==> config.mk <==
export PLATFORM = sky130hd
export DESIGN_NAME = updown_count_controller_flat
export DESIGN_NICKNAME = d
export VERILOG_FILES = /design/src/rtl/updown_count_controller_if.sv /design/src/rtl/updown_count_controller.sv /design/src/flat_wrapper.sv
export SDC_FILE = /design/constraint.sdc
export NUM_CORES = 1
export LEC_CHECK = 0
export BUFFER_PORTS_ARGS = -buffer_cell sky130_fd_sc_hd__buf_2
export CAP_MARGIN = 20
export CORE_MARGIN = 5
export CORE_UTILIZATION = 30
export DETAILED_ROUTE_END_ITERATION = 8
export PLACE_DENSITY = 0.56
export SYNTH_ARGS = -nofsm -noshare
export SYNTH_HDL_FRONTEND = slang
export SYNTH_SLANG_ARGS = --single-unit
==> constraint.sdc <==
create_clock -name clk -period 5.31 [get_ports clk]
set_clock_uncertainty 0.15 [all_clocks]
set_input_delay 0 -clock clk [delete_from_list [all_inputs] [get_ports clk]]
set_output_delay 0 -clock clk [all_outputs]
set_load 0.005 [all_outputs]
==> src/rtl/updown_count_controller_if.sv <==
// Command channel of updown_count_controller: valid/ready target
// handshake plus abort, busy and done status. master=caller, slave=ctrl.
interface updown_count_controller_if #(
  parameter int WIDTH = 3
);
  logic             cmd_valid;
  logic             cmd_ready;
  logic [WIDTH-1:0] cmd_target;
  logic             cmd_wrap;
  logic             abort;
  logic             busy;
  logic             done;

  modport master (
    output cmd_valid,
    output cmd_target,
    output cmd_wrap,
    output abort,
    input  cmd_ready,
    input  busy,
    input  done
  );

  modport slave (
    input  cmd_valid,
    input  cmd_target,
    input  cmd_wrap,
    input  abort,
    output cmd_ready,
    output busy,
    output done
  );
endinterface

==> src/rtl/updown_count_controller.sv <==
// Steps a WIDTH-bit up/down counter to a commanded target, one count
// per DWELL cycles. Ports: clk, rst (sync, high), cmd (slave side of
// updown_count_controller_if), count, dir (1=down), en (step strobe).
// UDC_STEP_LOG_EN adds step_cnt: steps taken by the last command.
module updown_count_controller #(
  parameter int WIDTH = 3,
  parameter int DWELL = 1
) (
  input  logic                   clk,
  input  logic                   rst,
  updown_count_controller_if.slave cmd,
  output logic [WIDTH-1:0]       count,
  output logic                   dir,
`ifdef UDC_STEP_LOG_EN
  output logic [WIDTH:0]         step_cnt,
`endif
  output logic                   en
);

  localparam int DW = (DWELL > 1) ? $clog2(DWELL) : 1;

  localparam logic [DW-1:0] DWELL_LAST = DW'(DWELL - 1);

  localparam logic [WIDTH-1:0] HALF =
    {1'b1, {(WIDTH-1){1'b0}}};

  typedef enum logic [1:0] {
    IDLE,
    RUN,
    DONE
  } state_t;

  state_t           state_q;
  state_t           state_d;
  logic [WIDTH-1:0] count_q;
  logic [WIDTH-1:0] count_d;
  logic [WIDTH-1:0] target_q;
  logic [WIDTH-1:0] target_d;
  logic             dir_q;
  logic             dir_d;
  logic [DW-1:0]    dwell_q;
  logic [DW-1:0]    dwell_d;

`ifdef UDC_STEP_LOG_EN
  logic [WIDTH:0]   step_q;
  logic [WIDTH:0]   step_d;
`endif

  logic             accept;
  logic             step_en;
  logic [WIDTH-1:0] count_step;
  logic [WIDTH-1:0] up_dist;
  logic             lin_down;
  logic             mod_down;

  assign cmd.cmd_ready = (state_q == IDLE) && !rst;
  assign accept  = cmd.cmd_valid && cmd.cmd_ready;
  assign step_en = (state_q == RUN) && (dwell_q == '0);

  assign cmd.busy = (state_q != IDLE);
  assign cmd.done = (state_q == DONE);

  assign count = count_q;
  assign dir   = dir_q;
  assign en    = step_en;

`ifdef UDC_STEP_LOG_EN
  assign step_cnt = step_q;
`endif

  // Up distance is taken modulo 2^WIDTH; a tie at half range goes up.
  assign up_dist  = cmd.cmd_target - count_q;
  assign lin_down = (cmd.cmd_target < count_q);
  assign mod_down = (up_dist > HALF);

  assign count_step = dir_q ? (count_q - 1'b1)
                            : (count_q + 1'b1);

  always_ff @(posedge clk) begin
    if (rst) begin
      state_q  <= IDLE;
      count_q  <= '0;
      target_q <= '0;
      dir_q    <= 1'b0;
      dwell_q  <= '0;
`ifdef UDC_STEP_LOG_EN
      step_q   <= '0;
`endif
    end else begin
      state_q  <= state_d;
      count_q  <= count_d;
      target_q <= target_d;
      dir_q    <= dir_d;
      dwell_q  <= dwell_d;
`ifdef UDC_STEP_LOG_EN
      step_q   <= step_d;
`endif
    end
  end

  always_comb begin
    state_d  = state_q;
    count_d  = count_q;
    target_d = target_q;
    dir_d    = dir_q;
    dwell_d  = dwell_q;
`ifdef UDC_STEP_LOG_EN
    step_d   = step_q;
`endif
    unique case (state_q)
      IDLE: begin
        if (accept) begin
          target_d = cmd.cmd_target;
`ifdef UDC_STEP_LOG_EN
          step_d   = '0;
`endif
          if (cmd.cmd_target == count_q) begin
            state_d = DONE;
          end else begin
            state_d = RUN;
            dwell_d = DWELL_LAST;
            unique case (1'b1)
              cmd.cmd_wrap:  dir_d = mod_down;
              !cmd.cmd_wrap: dir_d = lin_down;
            endcase
          end
        end
      end
      RUN: begin
        if (step_en) begin
          count_d = count_step;
          dwell_d = DWELL_LAST;
`ifdef UDC_STEP_LOG_EN
          step_d  = step_q + 1'b1;
`endif
        end else begin
          dwell_d = dwell_q - 1'b1;
        end
        // A coinciding step still lands; abort then wins over done.
        if (cmd.abort) begin
          state_d = IDLE;
        end else if (step_en && (count_step == target_q)) begin
          state_d = DONE;
        end
      end
      DONE: begin
        state_d = IDLE;
      end
      default: begin
        state_d = IDLE;
      end
    endcase
  end

endmodule
==> src/flat_wrapper.sv <==
// flat-port wrapper written by rule: the top's interface ports become plain ports
module updown_count_controller_flat 
#(
  parameter int WIDTH = 3,
  parameter int DWELL = 1
)
  (clk, rst, count, dir, en, cmd_cmd_valid, cmd_cmd_target, cmd_cmd_wrap, cmd_abort, cmd_cmd_ready, cmd_busy, cmd_done);
  updown_count_controller_if #(.WIDTH(WIDTH)) cmd_i ();
  input  logic clk;
  input  logic rst;
  output logic [WIDTH-1:0] count;
  output logic dir;
  output logic en;
  input wire logic [$bits(cmd_i.cmd_valid)-1:0] cmd_cmd_valid;
  input wire logic [$bits(cmd_i.cmd_target)-1:0] cmd_cmd_target;
  input wire logic [$bits(cmd_i.cmd_wrap)-1:0] cmd_cmd_wrap;
  input wire logic [$bits(cmd_i.abort)-1:0] cmd_abort;
  output wire logic [$bits(cmd_i.cmd_ready)-1:0] cmd_cmd_ready;
  output wire logic [$bits(cmd_i.busy)-1:0] cmd_busy;
  output wire logic [$bits(cmd_i.done)-1:0] cmd_done;
  assign cmd_i.cmd_valid = cmd_cmd_valid;
  assign cmd_i.cmd_target = cmd_cmd_target;
  assign cmd_i.cmd_wrap = cmd_cmd_wrap;
  assign cmd_i.abort = cmd_abort;
  assign cmd_cmd_ready = cmd_i.cmd_ready;
  assign cmd_busy = cmd_i.busy;
  assign cmd_done = cmd_i.done;
  updown_count_controller #(.WIDTH(WIDTH), .DWELL(DWELL)) u_core (.clk(clk), .rst(rst), .cmd(cmd_i), .count(count), .dir(dir), .en(en));
endmodule
# After elaboration in Yosys (flattened, before gate mapping)
# Index checks and enable logic that the tools add are counted.
op_classes:
  reduce_logical: 14
  muxes: 11
  bitwise: 2
  magnitude_cmp: 2
  add_sub_neg: 4
  n_eq_ne: 7
ops:
  columns: ["op", "n"]
  rows:
  - ["$mux 2", 4]
  - ["$eq 3x3->1", 2]
  - ["$reduce_and 2->1", 3]
  - ["$reduce_and 3->1", 2]
  - ["$logic_and 1x1->1", 4]
  - ["$pmux 1 s2", 2]
  - ["$pmux 2 s2", 1]
  - ["$reduce_bool 2->1", 2]
  - ["$add 3x1->3 const B", 1]
  - ["$gt 3x3->1 const B", 1]
  - ["$lt 3x3->1", 1]
  - ["$mux 1", 3]
  - ["$mux 3", 1]
  - ["$ne 3x3->1 const B", 1]
  - ["$sub 3x1->3 const B", 1]
  - ["$sub 3x3->3", 1]
  - ["$eq 2x1->1 const B", 1]
  - ["$eq 2x2->1 const B", 1]
  - ["$logic_not 1->1", 2]
  - ["$logic_not 2->1", 1]
  - ["$ne 2x1->1 const B", 1]
  - ["$ne 2x2->1 const B", 1]
  - ["$not 1->1", 2]
  - ["$sub 1x1->1 const B", 1]
totals:
  wordCells: 45
  register_bits: 10
  input_bits: 8
  output_inout_bits: 8

# Depth between registers and ports, before layout
logic_depth:
  word_depth: 7
  ltp_mapped: 6
  ltp_nobuf: 6

# Worst setup path before layout
# No wires, ideal clock.
synth_path:
  path_kind: "register -> register"
  start: "register u_core.count_q[0] (netlist: u_core.count[0])"
  end: "register u_core.state_q[0]"
  setup_ns: 0.117
  t_required_ns: 5.043
  n_path_buf: 0
  arrival_time_ns: 1.456
  path_stages_with_launch: 6
  synth_period_minus_slack_ns: 1.724
  setup_slack_ns: 3.586
  path_cell_list: "dfxtp_1 -> fa_1 -> xor2_1 -> xnor2_1 -> nand4_1 -> a22o_2"
synth_via:
  elab_chain_len: 6
  elab_cells_between_ends: 11
  cone_classes: "add/sub: 2; eq/ne: 3; mux: 4; reduce/logical: 2"
synth_rtl:
  columns: ["item", "line_no", "rtl"]
  rows:
  - ["start, declared", "updown_count_controller.sv:35", "logic [WIDTH-1:0] count_q;"]
  - ["start signal, assigned", "updown_count_controller.sv:91", "count_q <= count_d;"]
  - ["$add 3x1->3 or $sub 3x1->3 (tied branches)", "updown_count_controller.sv:77, updown_count_controller.sv:76", null]
  - ["$mux 3", "updown_count_controller.sv:76", "assign count_step = dir_q ? (count_q - 1'b1)"]
  - ["$eq 3x3->1", "updown_count_controller.sv:142", "end else if (step_en && (count_step == target_q)) begin"]
  - ["$logic_and 1x1->1", "updown_count_controller.sv:142", null]
  - ["$ne 3x3->1 (no line)", null, null]
  - ["$reduce_and 2->1 (no line)", null, null]
  - ["end signal, assigned", "updown_count_controller.sv:90", "state_q <= state_d;"]
  - ["end, declared", "updown_count_controller.sv:33", "state_t state_q;"]
# Several ways; a longest one is shown, not always the timed one. The select of a mux whose other input is x is not followed.
# A chain may end at the register's enable or synchronous reset.

# Worst setup path after layout
# Same ends and word-level chain as after synthesis.

==> out/metrics.yaml <==
route.detailed.wl_per_inst_um: 10.8
met3_wirelength_um: 48
htree_levels: 1
grt.total_usage: 0.0984
num-nets-final: 102
worst_hold_slack_ns: 0.0160
dr.first_iter.drc_count: 8
root_buffer: "sky130_fd_sc_hd__clkbuf_4"
timing.critical_path.from_type: "flop"
clock_buffer_depth: 2
total_vias_in_the_final_route: 502
grt_overflow: 0
critical_path_end_type: "flop"
cts_sinks: 10
max-cap-violations: 0
synthesis.instances: 65
yosys.area.top_type: "sky130_fd_sc_hd__dfxtp_1"
hold_viol: 0
cts_resized: 0
place.detailed.hpwl_um: 947
syn_avg_cell_area_sq_um: 9.20
port_buffers: 15
p_total_uw: 202
drt_first_pass_iters: 4
syn-cell-area_sq_um: 598
routed_wl_um: 1240
path_clk_slew_ns: 0.06
postRouteAntennaNets: 0
p_per_cell_area_nw_per_um2: 258
synth_enable_flop_cells: 0
dieWidth_um: 54.7
ys_types: 29
drive_gt1_frac: 0.295
mappedNetlistNets: 77
placeable_core_region_sq_um: 1920
floorplan.io_pins: 16
start_util: 0.311
postSynth.asyncResetShare: 0
yosys_warns: 0
period_share: 0.336
status: "completed"
min_period_ns: 1.78
growth_of_design_area_from_synthesis_to_finish_pct: 31.2
synth_top_cells_by_area: "sky130_fd_sc_hd__dfxtp_1, sky130_fd_sc_hd__ha_1, sky130_fd_sc_hd__xnor2_1"
routabilityCongestion: 0.730
average_vias_per_placed_instance: 4.37
number_of_buffers_inserted_to_repair_setup_after_cts: 0
instances_no_fill: 115
number_of_antenna_violations_at_the_first_check_in_global_routing: 0
hold_class: "input pin to flop"
fin_area_sq_um: 785
worst_skew_pair_later_pin_latency_ns: 0.25
timing.max_slew.rel_slack: 0.652
area_after_dpl_sq_um: 702
grt_max_degree: 12
wl_met2_um: 504
synth-seq-cells: 10
dieArea_sq_um: 2990
grt_first_pass_wirelength_um: 2080
placed_cells_incl_taps: 106
synth_seq_area_share: 0.335
first_global_vias: 489
yosys.area.top_type_share: 0.335
timing.critical_path.arrival_ns: 1.78
tritoncts: "done"
vdd_drop_max_uv: 102
wl_met1_um: 660
timing.final.max_slew_violations: 0
die_h_um: 54.7
row_count: 16
routed.top_layer: "met4"
timing.setup.tns_ns: 0
critical_path_class: "flop to flop"
postSynth.topFlopCell: "sky130_fd_sc_hd__dfxtp_1"
worstPathRequired_ns: 5.31
insertedDiodeCount: 0
worst_tran_pin_value_ns: 0.520
drc: 0
max_freq_mhz: 561
number_of_cts_inserted_buffers: 3
unrepaired_setup_endpoints_after_global_routing: "false"
setup_viol_count_final: 0
timing.critical_path.fanout_max: 5
power.static_leakage_uw: 0.000354
## cell usage after synthesis (3+ instances only)
| library cell | instances |
|---|---|
| sky130_fd_sc_hd__a21oi_1 | 3 |
| sky130_fd_sc_hd__xnor2_1 | 4 |
| sky130_fd_sc_hd__xor2_1 | 3 |
| sky130_fd_sc_hd__dfxtp_1 | 10 |
| sky130_fd_sc_hd__inv_1 | 6 |
| sky130_fd_sc_hd__o21ai_0 | 4 |
| sky130_fd_sc_hd__nor2_1 | 4 |
| sky130_fd_sc_hd__ha_1 | 3 |
| sky130_fd_sc_hd__nand2_1 | 6 |
| sky130_fd_sc_hd__nand2b_1 | 3 |
## stage by stage
| stage | setup slack [ns] | utilization |
|---|---|---|
| 6_report | 3.53 | 0.408 |
| 5_1_grt | 3.41 | 0.408 |
| 4_1_cts | 3.52 | 0.408 |
| 3_5_place_dp | 3.54 | 0.365 |
| 3_3_place_gp | 3.57 | 0.365 |
| 2_1_floorplan | 3.59 | - |
## logic make-up (layout without fill, tap and decap cells)
| group | count (synthesis) | count (layout) | share of synthesized area |
|---|---|---|---|
| and+or+nand+nor | 24 | 24 | 0.272 |
| AOI/OAI and AO/OA | 13 | 13 | 0.149 |
| DFF | 10 | 10 | 0.335 |
| xor gates and xnor gates | 7 | 7 | 0.103 |
| buffers and inverters | 7 | 30 | 0.0460 |
| adders and majority gates | 4 | 4 | 0.0962 |
## state kept, by name, indices dropped and copies added (netlist names)
name,count
u_core.count,3
u_core.target_q,3
u_core.dir,1
u_core.state_q,2
u_core.dwell_q,1
## cell type report
cell class	count	area [sq um]
fill	210	1140
inverter	6	22.5
tap	27	33.8
timing repair buffer	21	135
clock buffer	3	22.5
sequential	10	200
multi-input combinational	48	370
## worst paths after layout
check,to,slack [ns],start,cells past startpoint
max,u_core.state_q[0]$_SDFFE_PP0P_,3.53,u_core.count[0]$_SDFFE_PP0P_,5
min,u_core.target_q[2]$_SDFFE_PP0P_,0.02,cmd_cmd_valid,4
max reg2reg,u_core.state_q[0]$_SDFFE_PP0P_,3.53,u_core.count[0]$_SDFFE_PP0P_,5
min reg2reg,u_core.target_q[2]$_SDFFE_PP0P_,0.34,u_core.target_q[2]$_SDFFE_PP0P_,2
## what timing repair did
action                                  in CTS  in global routing
hold buffers                                 6                  0
hold endpoints to repair                     8                  0
endpoints found under the setup margin       0                  0
## critical path, cell delays in order, from the launching register on
cell,delay [ns]
sky130_fd_sc_hd__dfxtp_1,0.37
sky130_fd_sc_hd__fa_1,0.44
sky130_fd_sc_hd__xor2_1,0.21
sky130_fd_sc_hd__xnor2_1,0.14
sky130_fd_sc_hd__nand4_1,0.13
sky130_fd_sc_hd__a22o_2,0.23
## routing by layer
layer | GRT usage | vias up
li1 | - | 268
met1 | 0.130 | 220
met4 | 0.0747 | 0
met5 | 0 | -
met2 | 0.146 | 12
met3 | 0.00817 | 2
## power by group
part / internal (uW) / total, uW / switching (uW)
combinational: 33.3 / 62.4 / 29.1
sequential: 82.1 / 90.6 / 8.56
clock: 26.1 / 49.4 / 23.3
## placed cells by master, fill, tap and decap left out, types with 3 or more instances in the layout
master,count
sky130_fd_sc_hd__clkbuf_4,3
sky130_fd_sc_hd__inv_1,6
sky130_fd_sc_hd__nand2_1,6
sky130_fd_sc_hd__xnor2_1,4
sky130_fd_sc_hd__xor2_1,3
sky130_fd_sc_hd__nand2b_1,3
sky130_fd_sc_hd__a21oi_1,3
sky130_fd_sc_hd__nor2_1,4
sky130_fd_sc_hd__dfxtp_1,10
sky130_fd_sc_hd__dlygate4sd3_1,6
sky130_fd_sc_hd__buf_2,15
sky130_fd_sc_hd__o21ai_0,4
sky130_fd_sc_hd__ha_1,3
Note: power is estimated with default switching activity, not from simulation.
